$ cat config.mk
export PLATFORM = sky130hd
export DESIGN_NAME = demux_stream_router
export DESIGN_NICKNAME = d
export VERILOG_FILES = /design/src/rtl/demux_stream_router.sv
export SDC_FILE = /design/constraint.sdc
export NUM_CORES = 1
export LEC_CHECK = 0
export ABC_AREA = 1
export BUFFER_PORTS_ARGS = -buffer_cell sky130_fd_sc_hd__buf_2
export CORE_MARGIN = 10
export CORE_UTILIZATION = 50
export DETAILED_ROUTE_END_ITERATION = 7
export GPL_ROUTABILITY_DRIVEN = 0
export GPL_TIMING_DRIVEN = 0
export HOLD_SLACK_MARGIN = 0.1
export PLACE_DENSITY = 0.72
export SYNTH_ARGS = -nofsm -noshare
export SYNTH_HDL_FRONTEND = slang
export SYNTH_SLANG_ARGS = --single-unit
export TNS_END_PERCENT = 30
$ cat constraint.sdc
create_clock -name clk -period 2.3 [get_ports clk]
set_input_delay 0.115 -clock clk [delete_from_list [all_inputs] [get_ports clk]]
set_output_delay 0.115 -clock clk [all_outputs]
set_load 0.1 [all_outputs]
$ cat src/rtl/demux_stream_router.sv
// rtl/demux_stream_router.sv - registered 1:4 valid/ready stream demultiplexer with per-channel delivery counters
//
// Purpose:
//   Routes one ordered input stream to one of four output channels. The
//   channel is selected per beat by in_dest. Each channel holds one beat in
//   an output register. A stalled, full channel blocks the whole input stream
//   (head-of-line blocking). Each channel also has a saturating counter of
//   completed output handshakes, which can be cleared.
//
// Ports:
//   clk        system clock, rising edge
//   rst        asynchronous active-high reset
//   in_valid   input beat valid
//   in_ready   router can take the beat on in_data/in_dest (combinational)
//   in_data    input beat payload, WIDTH bits
//   in_dest    destination channel 0..3
//   out_valid  per-channel valid, bit i = channel i
//   out_ready  per-channel consumer ready
//   out_data   channel i payload at [i*WIDTH +: WIDTH]
//   cnt_clr    synchronous clear of all delivery counters
//   cnt        channel i delivery count at [i*CNT_W +: CNT_W]

module demux_stream_router #(
    parameter int WIDTH = 8,
    parameter int CNT_W = 8
) (
    input  logic                 clk,
    input  logic                 rst,
    input  logic                 in_valid,
    output logic                 in_ready,
    input  logic [WIDTH-1:0]     in_data,
    input  logic [1:0]           in_dest,
    output logic [3:0]           out_valid,
    input  logic [3:0]           out_ready,
    output logic [4*WIDTH-1:0]   out_data,
    input  logic                 cnt_clr,
    output logic [4*CNT_W-1:0]   cnt
);

    localparam logic [CNT_W-1:0] CNT_MAX = {CNT_W{1'b1}};

    logic [3:0]       r_valid;
    logic [WIDTH-1:0] r_data [4];
    logic [CNT_W-1:0] r_cnt  [4];

    logic             w_accept;
    logic [3:0]       w_load;
    logic [3:0]       w_deliver;

    // The destination register can take a beat if it is empty, or if it is
    // being drained on this same edge. This gives 1 beat/cycle per channel.
    // in_valid is not used here, so in_ready does not depend on the producer.
    assign in_ready = ~r_valid[in_dest] | out_ready[in_dest];
    assign w_accept = in_valid & in_ready;

    genvar gi;
    generate
        for (gi = 0; gi < 4; gi++) begin : g_chan
            assign w_load[gi]    = w_accept & (in_dest == 2'(gi));
            assign w_deliver[gi] = r_valid[gi] & out_ready[gi];

            // A load on the same edge as a delivery replaces the old beat
            // and keeps valid high. The data register is written only on a
            // load, so it stays stable while stalled and keeps its value
            // while idle.
            always_ff @(posedge clk or posedge rst) begin
                if (rst) begin
                    r_valid[gi] <= 1'b0;
                    r_data[gi]  <= '0;
                end else if (w_load[gi]) begin
                    r_valid[gi] <= 1'b1;
                    r_data[gi]  <= in_data;
                end else if (w_deliver[gi]) begin
                    r_valid[gi] <= 1'b0;
                end
            end

            // Clear takes priority over a same-edge delivery. The counter
            // holds at all-ones instead of wrapping.
            always_ff @(posedge clk or posedge rst) begin
                if (rst) begin
                    r_cnt[gi] <= '0;
                end else if (cnt_clr) begin
                    r_cnt[gi] <= '0;
                end else if (w_deliver[gi] && (r_cnt[gi] != CNT_MAX)) begin
                    r_cnt[gi] <= r_cnt[gi] + 1'b1;
                end
            end

            assign out_data[gi*WIDTH +: WIDTH] = r_data[gi];
            assign cnt[gi*CNT_W +: CNT_W]      = r_cnt[gi];
        end
    endgenerate

    assign out_valid = r_valid;

endmodule

[Word-level counts from Yosys, hierarchy flattened]
Cells that the tools add are included.
Word-level totals
  flip-flop bits (word level): 68
  output and inout port bits: 69
Operators by class
  add/subtract/negate cells: 4
  $lt $le $gt $ge: 1
  eq/ne operators: 7
  mux-type cells: 20
  bitwise operators: 11
  reductions and logical operators: 13
Operators by type and width (number)
  two-way mux 8 bit: 8
  adder 8 x 1 -> 8 bit, second input constant: 4
  != test 8 bit, second input constant: 4
  nonzero test 2 bit: 8
  two-way mux 1 bit: 10
  bitwise AND 1 bit: 9
  binary-select mux 1 bit (select 2 bit): 2
  == test 2 bit, second input constant: 2
  logical AND 1 bit: 4
  less-than comparator 2 x 3 -> 1 bit, second input constant: 1
  == test 2 x 1 -> 1 bit, second input constant: 1
  zero test 2 bit: 1
  NOT 1 bit: 1
  OR 1 bit: 1

[Depth between registers and ports, before layout]
Gate-level depths: netlist of the first run.
  word-level depth: 7
  depth in mapped cells: 10

[Worst setup path before layout of the first run]
Ideal clock, no wire load.
  kind: register -> register
  from: register r_cnt (netlist bit cnt[8])
  to: register r_cnt (netlist bit cnt[12])
  arrival: 2.023 ns
  required time: 2.224 ns
  setup slack: 0.200 ns
  cell stages (with the launch flop): 10
  buffers on the path: 0
  clock period less this slack: 2.100 ns
  path through: dfrtp_1 ha_1 nand2_1 nor2_1 nand2_1 nand2_2 inv_2 nor2_2 nand2_1 o21ai_1
On the way
  word-level cells in the longest chain between the ends: 3
  elaborated cells on any way between the ends: 6
  those cells by class: add/sub: 1; eq/ne: 1; mux: 2; reduce/logical: 2
RTL lines
  from (decl): RTL line 44  | logic [CNT_W-1:0] r_cnt [4];
  from (signal, indexed assignment): RTL line 86  | r_cnt[gi] <= r_cnt[gi] + 1'b1;
  adder 8 x 1 -> 8 bit or != test 8 bit (tied branches): RTL line 86, 85
  two-way mux 8 bit or logical AND 1 bit (tied branches): RTL line 85  | end else if (w_deliver[gi] && (r_cnt[gi] != CNT_MAX)) begin
  two-way mux 8 bit or nonzero test 2 bit (tied branches)
Several ways; a longest one is shown, not always the timed one. The select of a mux whose other input is x is not followed.
A chain may end at the register's enable or synchronous reset.

[Worst setup path after layout of the first run]
  from: register r_valid[3] (netlist: out_valid[3])
  to: output in_ready
On the way
  word-level cells in the longest chain between the ends: 4
RTL lines
  from (decl): RTL line 42  | logic [3:0] r_valid;
  from (signal, indexed assignment): RTL line 68  | r_valid[gi] <= 1'b0;
  from (signal, indexed assignment): RTL line 71  | r_valid[gi] <= 1'b1;
  from (signal, indexed assignment): RTL line 74  | r_valid[gi] <= 1'b0;
  binary-select mux 1 bit (select 2 bit): RTL line 53  | assign in_ready = ~r_valid[in_dest] | out_ready[in_dest];
  two-way mux 1 bit (not written as such): RTL line 53
  NOT 1 bit: RTL line 53
  OR 1 bit: RTL line 53
  to (decl): RTL line 30  | output logic in_ready,
Every way passes these cells. The select of a mux whose other input is x is not followed.

==> flow_summary.yaml, run 1 <==
clock_tree:
  clock_path_buffers: 2
  htree_levels: 3
  insertion_delay_ns: 0.34
  cts_tree: "done"
  cts_setup_buffers: 0
  numCtsBuffers: 9
  cts-root-buf: "clkbuf_8"
  clkTransAtPathRegs_ns: 0.07
  cts_sinks: 68
yosys:
  synthArstFlopShare_pct: 100
  yosys_warnings: 0
  synth_top_cell_by_area: "dfrtp_1"
  synth_mux_area_share_pct: 0
  seq_area_frac_synth_pct: 48.2
  synth_cell_types: 30
  syn-mean-instance-area_um2: 8.10
  synth_top_area_share_pct: 48.2
  synth_simple_gate_area_share_pct: 38.2
  synth_area_mm2: 0.00353
  synth-edff-count: 0
  synthTopCellsByArea: "dfrtp_1, nand2_1, nand4_1, nand3_1, inv_1"
  synth_fa_ha_area_share_pct: 1.42
  syn_inst: 436
  synth.most_common_cell: "nand2_1"
  synth_ff_type: "dfrtp_1"
  ys_top_cells_by_count: "nand2_1, dfrtp_1, nand4_1"
  ys_seq_elements: 68
  synth_compound_gate_area_share_pct: 2.41
  yosys.area_share.xor_xnor_pct: 2.23
  synth_top_family_by_area: "simple AND/OR/NAND/NOR gates"
  syn_nets: 458
placement:
  hpwlAfterDp_um: 6690
  io_buffer_count: 83
  dpl_cell_area_mm2: 0.00407
  dpl.cell_count: 615
  preCtsSetupSlack_ns: 0.776
final_layout:
  finalNonFillerCells: 644
  area.growth.synth_to_final_pct: 25.1
  fin_util_pct: 64.6
  diodes: 0
  drive_above_1_share_pct: 24.8
  fin_nets: 565
  fin_area_mm2: 0.00441
floorplan:
  core-area_mm2: 0.00683
  die_area_mm2: 0.0108
  die_x_um: 104
  row_count: 30
  start_util_pct: 51.7
  io_pins: 87
  die_h_um: 104
setup_path:
  crit_arrival_ns: 1.79
  critPathKind: "flop to output port"
  path_delay_family: "buffers and inverters"
  r2r-end: "cnt[10]"
  cp.required_ns: 2.18
  path_cells: "nand2_1 -> nand2_1 -> nand2_1 -> nand2_4 -> nand2_8 -> buf_12 -> buf_2"
  cp-start-kind: "flop"
  worstSetupEndpointType: "output port"
  rr_worst_depth: 9
  crit_path_max_incr_delay_ns: 0.43
  r2r-start: "cnt[8]"
  path_buf_inv: 2
  ff2ff_setup_slack_ns: 0.77
  crit_cells: 7
  critPathMostFrequentCell: "nand2_1"
  critPathSlowestCell: "dfrtp_1"
  crit_path_max_fanout: 10
routing:
  vias_per_cell: 5.07
  ant_nets: 0
  first_pass_iters: 4
  wire_per_inst_um: 14.3
  drc_errors: 0
  vias: 3262
  routed_wirelength_um: 9180
  drt_iter0_drc: 141
sta:
  fin_worst_skew_ns: 0.00573
  period_minus_slack_ns: 1.90
  fin_crit_sh_pct: 82.8
  rsz0062_at_grt: "no"
  relSlewSlack_pct: 44.6
  worst_slack_ns: 0.395
  worstMarginPinSlew_ns: 0.831
  drv_slew: 0
  finalHoldViolations: 0
  maxClockFrequency_mhz: 525
  finalSetupViolCount: 0
outcome:
  status: "finished, final reports clean"
global_routing:
  grt-ovfl-total: 0
  antenna_found_initial: 0
  grt_util_all_layers_pct: 17.3
  grt_pass1_vias: 3197
  grt_max_degree: 69
  grt_first_pass_wirelength_um: 15800
power_and_ir_drop:
  ir_drop_mv: 0.749
  p_per_area_mw_per_mm2: 888
  cellLeakagePower_nw: 2.46
worst_hold_path:
  min_from: "in_dest[1]"
  hp-class: "primary input to flop"
  min_delay_worst_endpoint: "out_data[1]"
  hold_path_depth: 4
flow_run:
  maxCapViolations: 0
[worst max-delay path by stage]
stage,slack (ns),start,to
6_report,0.40,out_valid[3],in_ready
5_1_grt,0.34,out_valid[1],in_ready
4_1_cts,0.39,out_valid[3],in_ready
3_5_place_dp,0.78,cnt[8],cnt[10]
3_3_place_gp,-0.39,rst,out_data[26]
2_1_floorplan,0.20,cnt[8],cnt[12]
[power breakdown]
part           switching (mW)  internal, mW  leakage [nW]
combinational            1.23         0.207          1.45
clock                   0.452         0.635         0.113
sequential             0.0714          1.32         0.898
total                    1.76          2.16          2.46
[stage by stage]
step                TNS, ns  hold slack [ns]  power (mW)
floorplan                 0            0.196        2.59
global placement     -26.09            0.329        2.83
detailed placement        0            0.336        2.85
CTS                       0            0.134        3.95
global route              0            0.149        4.08
finish                    0            0.141        3.92
[flip-flops by register name, indices dropped and copies added (netlist names)]
signal / cells
cnt: 32
out_data: 32
out_valid: 4
[logic make-up after synthesis]
family,Yosys count
flip-flops,68
XOR/XNOR,9
AND/OR/NAND/NOR,284
adder cells (fa/ha/maj),4
buffers and inverters,54
AO/OA/AOI/OAI,17
[tightest hold or removal path: cells and delay by family]
kind / cells / cell delay (ns)
AND/OR/NAND/NOR: 3 / 0.20
buffers and inverters: 1 / 0.13
[placed cells by master, fill, tap and decap left out, drive strengths merged, types with 9 or more instances in the layout]
cell type / instances
nand2: 171
nand3: 32
nand4: 39
dfrtp: 68
nor2: 35
inv: 40
xor2: 9
clkbuf: 13
o21ai: 14
buf: 93
dlygate4sd3: 13
[timing repair]
| action | CTS | global route |
|---|---|---|
| endpoints found under the hold margin | 103 | 0 |
| gates resized for setup | 0 | 0 |
| hold buffers | 13 | 0 |
| endpoints found under the setup margin | 0 | 0 |
[layout make-up]
cell class / instances / area (um^2)
clock buffers: 11 / 141
fillers: 586 / 2420
repair buffers: 96 / 546
inverters: 42 / 163
flip-flops and latches: 68 / 1700
multi-input cells: 314 / 1560
plain buffers: 12 / 104
clock inverters: 5 / 75.1
well taps: 96 / 120
[routing by layer]
layer  wire [um]  share of wire [%]  global-route usage [%]  vias up
met5           0                  0                       0        -
met4         151                1.6                    6.66        0
met3         755                8.2                    4.83       12
met2        4360                 47                    28.2      106
met1        3910                 43                    21.1     1520
li1            -                  -                       -     1624
No activity file was read; power rests on OpenSTA's default activity.
==> run 2, diff against run 1 <==
--- a/config.mk
+++ b/config.mk
@@ -5,7 +5,7 @@
 export SDC_FILE = /design/constraint.sdc
 export NUM_CORES = 1
 export LEC_CHECK = 0
-export ABC_AREA = 1
+export ABC_AREA = 0
 export BUFFER_PORTS_ARGS = -buffer_cell sky130_fd_sc_hd__buf_2
 export CORE_MARGIN = 10
 export CORE_UTILIZATION = 50
@@ -13,7 +13,7 @@
 export GPL_ROUTABILITY_DRIVEN = 0
 export GPL_TIMING_DRIVEN = 0
 export HOLD_SLACK_MARGIN = 0.1
-export PLACE_DENSITY = 0.72
+export PLACE_DENSITY = 0.73
 export SYNTH_ARGS = -nofsm -noshare
 export SYNTH_HDL_FRONTEND = slang
 export SYNTH_SLANG_ARGS = --single-unit
==> constraint.sdc (replaced) <==
create_clock -name clk -period 1.9 [get_ports clk]
set_input_delay 0.095 -clock clk [delete_from_list [all_inputs] [get_ports clk]]
set_output_delay 0.095 -clock clk [all_outputs]
set_load 0.1 [all_outputs]
==> flow_summary.yaml, run 2 <==
final_layout:
  area.growth.synth_to_final_pct: 30.9
  multi_input_area_mm2: 0.00131
  finalNonFillerCells: 448
  nFillCells: 474
  diodes: 0
  seq_area_mm2: 0.00174
  drive_above_1_share_pct: 45.3
  final_cell_mix: "buf_2, dfrtp_1, mux2_2"
  fin_area_mm2: 0.00400
  fin_nets: 390
  layout_commonest_cell: "buf_2"
yosys:
  synth_top_area_share_pct: 55.8
  synthTopCellsByArea: "dfrtp_1, mux2_2, xor2_1, nor2_1, mux2i_1"
  ys_top_cells_by_count: "dfrtp_1, mux2_2, nor2_1"
  synth_ff_type: "dfrtp_1"
  syn-mean-instance-area_um2: 11.9
  yosys_warnings: 0
  syn_inst: 257
  synth_top_cell_by_area: "dfrtp_1"
  synthArstFlopShare_pct: 100
  synth.most_common_cell: "dfrtp_1"
  seq_area_frac_synth_pct: 55.8
  synth_area_mm2: 0.00305
  synth-edff-count: 0
  ys_seq_elements: 68
  synth_cell_types: 37
  syn_nets: 279
global_routing:
  grt_pass1_vias: 2557
  grt_util_all_layers_pct: 15.5
  antenna_found_initial: 0
  grt_max_degree: 69
  grt_first_pass_wirelength_um: 12400
  grt-ovfl-total: 0
power_and_ir_drop:
  cellLeakagePower_nw: 1.91
  p_per_area_mw_per_mm2: 1190
  seqPwrFrac_pct: 35.5
  total_power_mw: 4.76
  comb_power_share_pct: 35.6
  pwr-share-clk_pct: 28.9
  p_switching_mw: 2.04
  swShare_pct: 42.8
  ir_drop_mv: 0.995
  p_int_mw: 2.72
setup_path:
  worstSetupEndpointType: "output port"
  crit_path_max_fanout: 4
  crit_arrival_ns: 1.74
  critPathKind: "primary input to output port"
  cp-start-kind: "primary input"
  cp.required_ns: 1.80
  rr_worst_depth: 3
floorplan:
  die_area_mm2: 0.00963
  core-area_mm2: 0.00592
  die_h_um: 98.1
  io_pins: 87
  die_x_um: 98.1
  start_util_pct: 51.5
  row_count: 28
worst_hold_path:
  hp-class: "primary input to flop"
  hold_path_depth: 3
sta:
  relSlewSlack_pct: 45.4
  finalHoldViolations: 0
  fin_worst_skew_ns: 0.00590
  drv_slew: 0
  fin_crit_sh_pct: 96.8
  worstMarginPinSlew_ns: 0.819
  maxClockFrequency_mhz: 544
  fin_tns_setup_ns: 0
  finalSetupViolCount: 0
  rsz0062_at_grt: "no"
  period_minus_slack_ns: 1.84
  worst_slack_ns: 0.0605
placement:
  io_buffer_count: 85
  dpl_cell_area_mm2: 0.00361
  hpwlAfterDp_um: 5420
  preCtsSetupSlack_ns: 0.153
  dpl.cell_count: 417
clock_tree:
  htree_levels: 3
  clock_path_buffers: 2
  cts-root-buf: "clkbuf_8"
  cts_tree: "done"
  insertion_delay_ns: 0.34
  cts_sinks: 68
  numCtsBuffers: 9
  clkTransAtPathRegs_ns: 0.07
flow_run:
  maxCapViolations: 0
routing:
  vias: 2439
  vias_per_cell: 5.44
  routed_wirelength_um: 7570
  drt_iter0_drc: 72
  first_pass_iters: 4
  wire_per_inst_um: 16.9
  ant_nets: 0
  drc_errors: 0
outcome:
  status: "finished, final reports clean"
-- run 2: cell types whose count changed in the layout (fill, tap and decap cells not counted), moves of 7 or more --
cell,before,now
nand2_1,162,13
o211ai_1,0,7
o21ai_1,8,0
dfrtp_1,68,41
dfrtp_2,0,27
nand3_1,27,7
mux2_2,0,32
nand2_2,7,0
inv_1,33,3
nor2_1,29,21
nand4_1,39,8
-- run 2: cells by family after synthesis --
kind of cell / share of synthesized area [%]
and+or+nand+nor: 14.4
DFF: 55.8
AOI/OAI and AO/OA: 8.45
muxes: 14.5
xor gates and xnor gates: 3.73
buffers and inverters: 1.48
adders and majority gates: 1.64
-- run 2: cell type report --
type / instances / share of cell area [%]
flip-flops and latches: 68 / 43.4
clock inverters: 4 / 1.75
plain buffers: 7 / 0.752
well taps: 75 / 2.35
repair buffers: 100 / 14.4
multi-input cells: 178 / 32.7
inverters: 4 / 0.438
clock buffers: 12 / 4.13
-- run 2: metal layers --
metal | vias up | global-route usage [%] | wire, um
li1 | 1160 | - | -
met1 | 1196 | 17.4 | 3100
met2 | 74 | 25.3 | 3620
met3 | 9 | 7.68 | 782
met4 | 0 | 4.70 | 69
met5 | - | 0 | 0
-- run 2: timing repair --
item                                   in CTS  in global routing
resized for setup                           0                  1
buffers inserted                            0                  0
endpoints found under the hold margin     104                  0
setup endpoints to repair                   0                  1
hold buffers                               16                  0
-- run 2: worst max-delay path, stage by stage --
cell and delay (ns):
dlygate4sd3_1 0.55, buf_2 0.14, nand2b_1 0.17, mux4_2 0.48
buf_2 0.31
-- run 2: final timing paths --
kind	from	slack (ns)	end
max in group asynchronous	rst	0.84	cnt[2]
setup reg to reg	out_valid[2]	0.16	out_data[16]
setup / recovery	out_ready[3]	0.06	in_ready
hold reg to reg	cnt[7]	0.50	cnt[7]
min in group asynchronous	rst	0.46	out_data[17]
hold / removal	in_dest[1]	0.11	out_valid[2]
-- run 2: power by group through the flow --
stage	sequential (mW)	combinational (mW)	clock, mW
floorplan	2.88	0.225	0
global placement	1.71	1.67	0
detailed placement	1.72	1.68	0
CTS	1.69	1.71	1.40
global route	1.71	1.75	1.46
finish	1.69	1.69	1.38
-- run 2: metrics by stage --
step / utilization (%) / hold WS, ns
6_report: 67.5 / 0.106
5_1_grt: 67.5 / 0.120
3_3_place_gp: 60.9 / 0.370
2_1_floorplan: - / 0.199
3_5_place_dp: 60.9 / 0.319
4_1_cts: 67.6 / 0.102
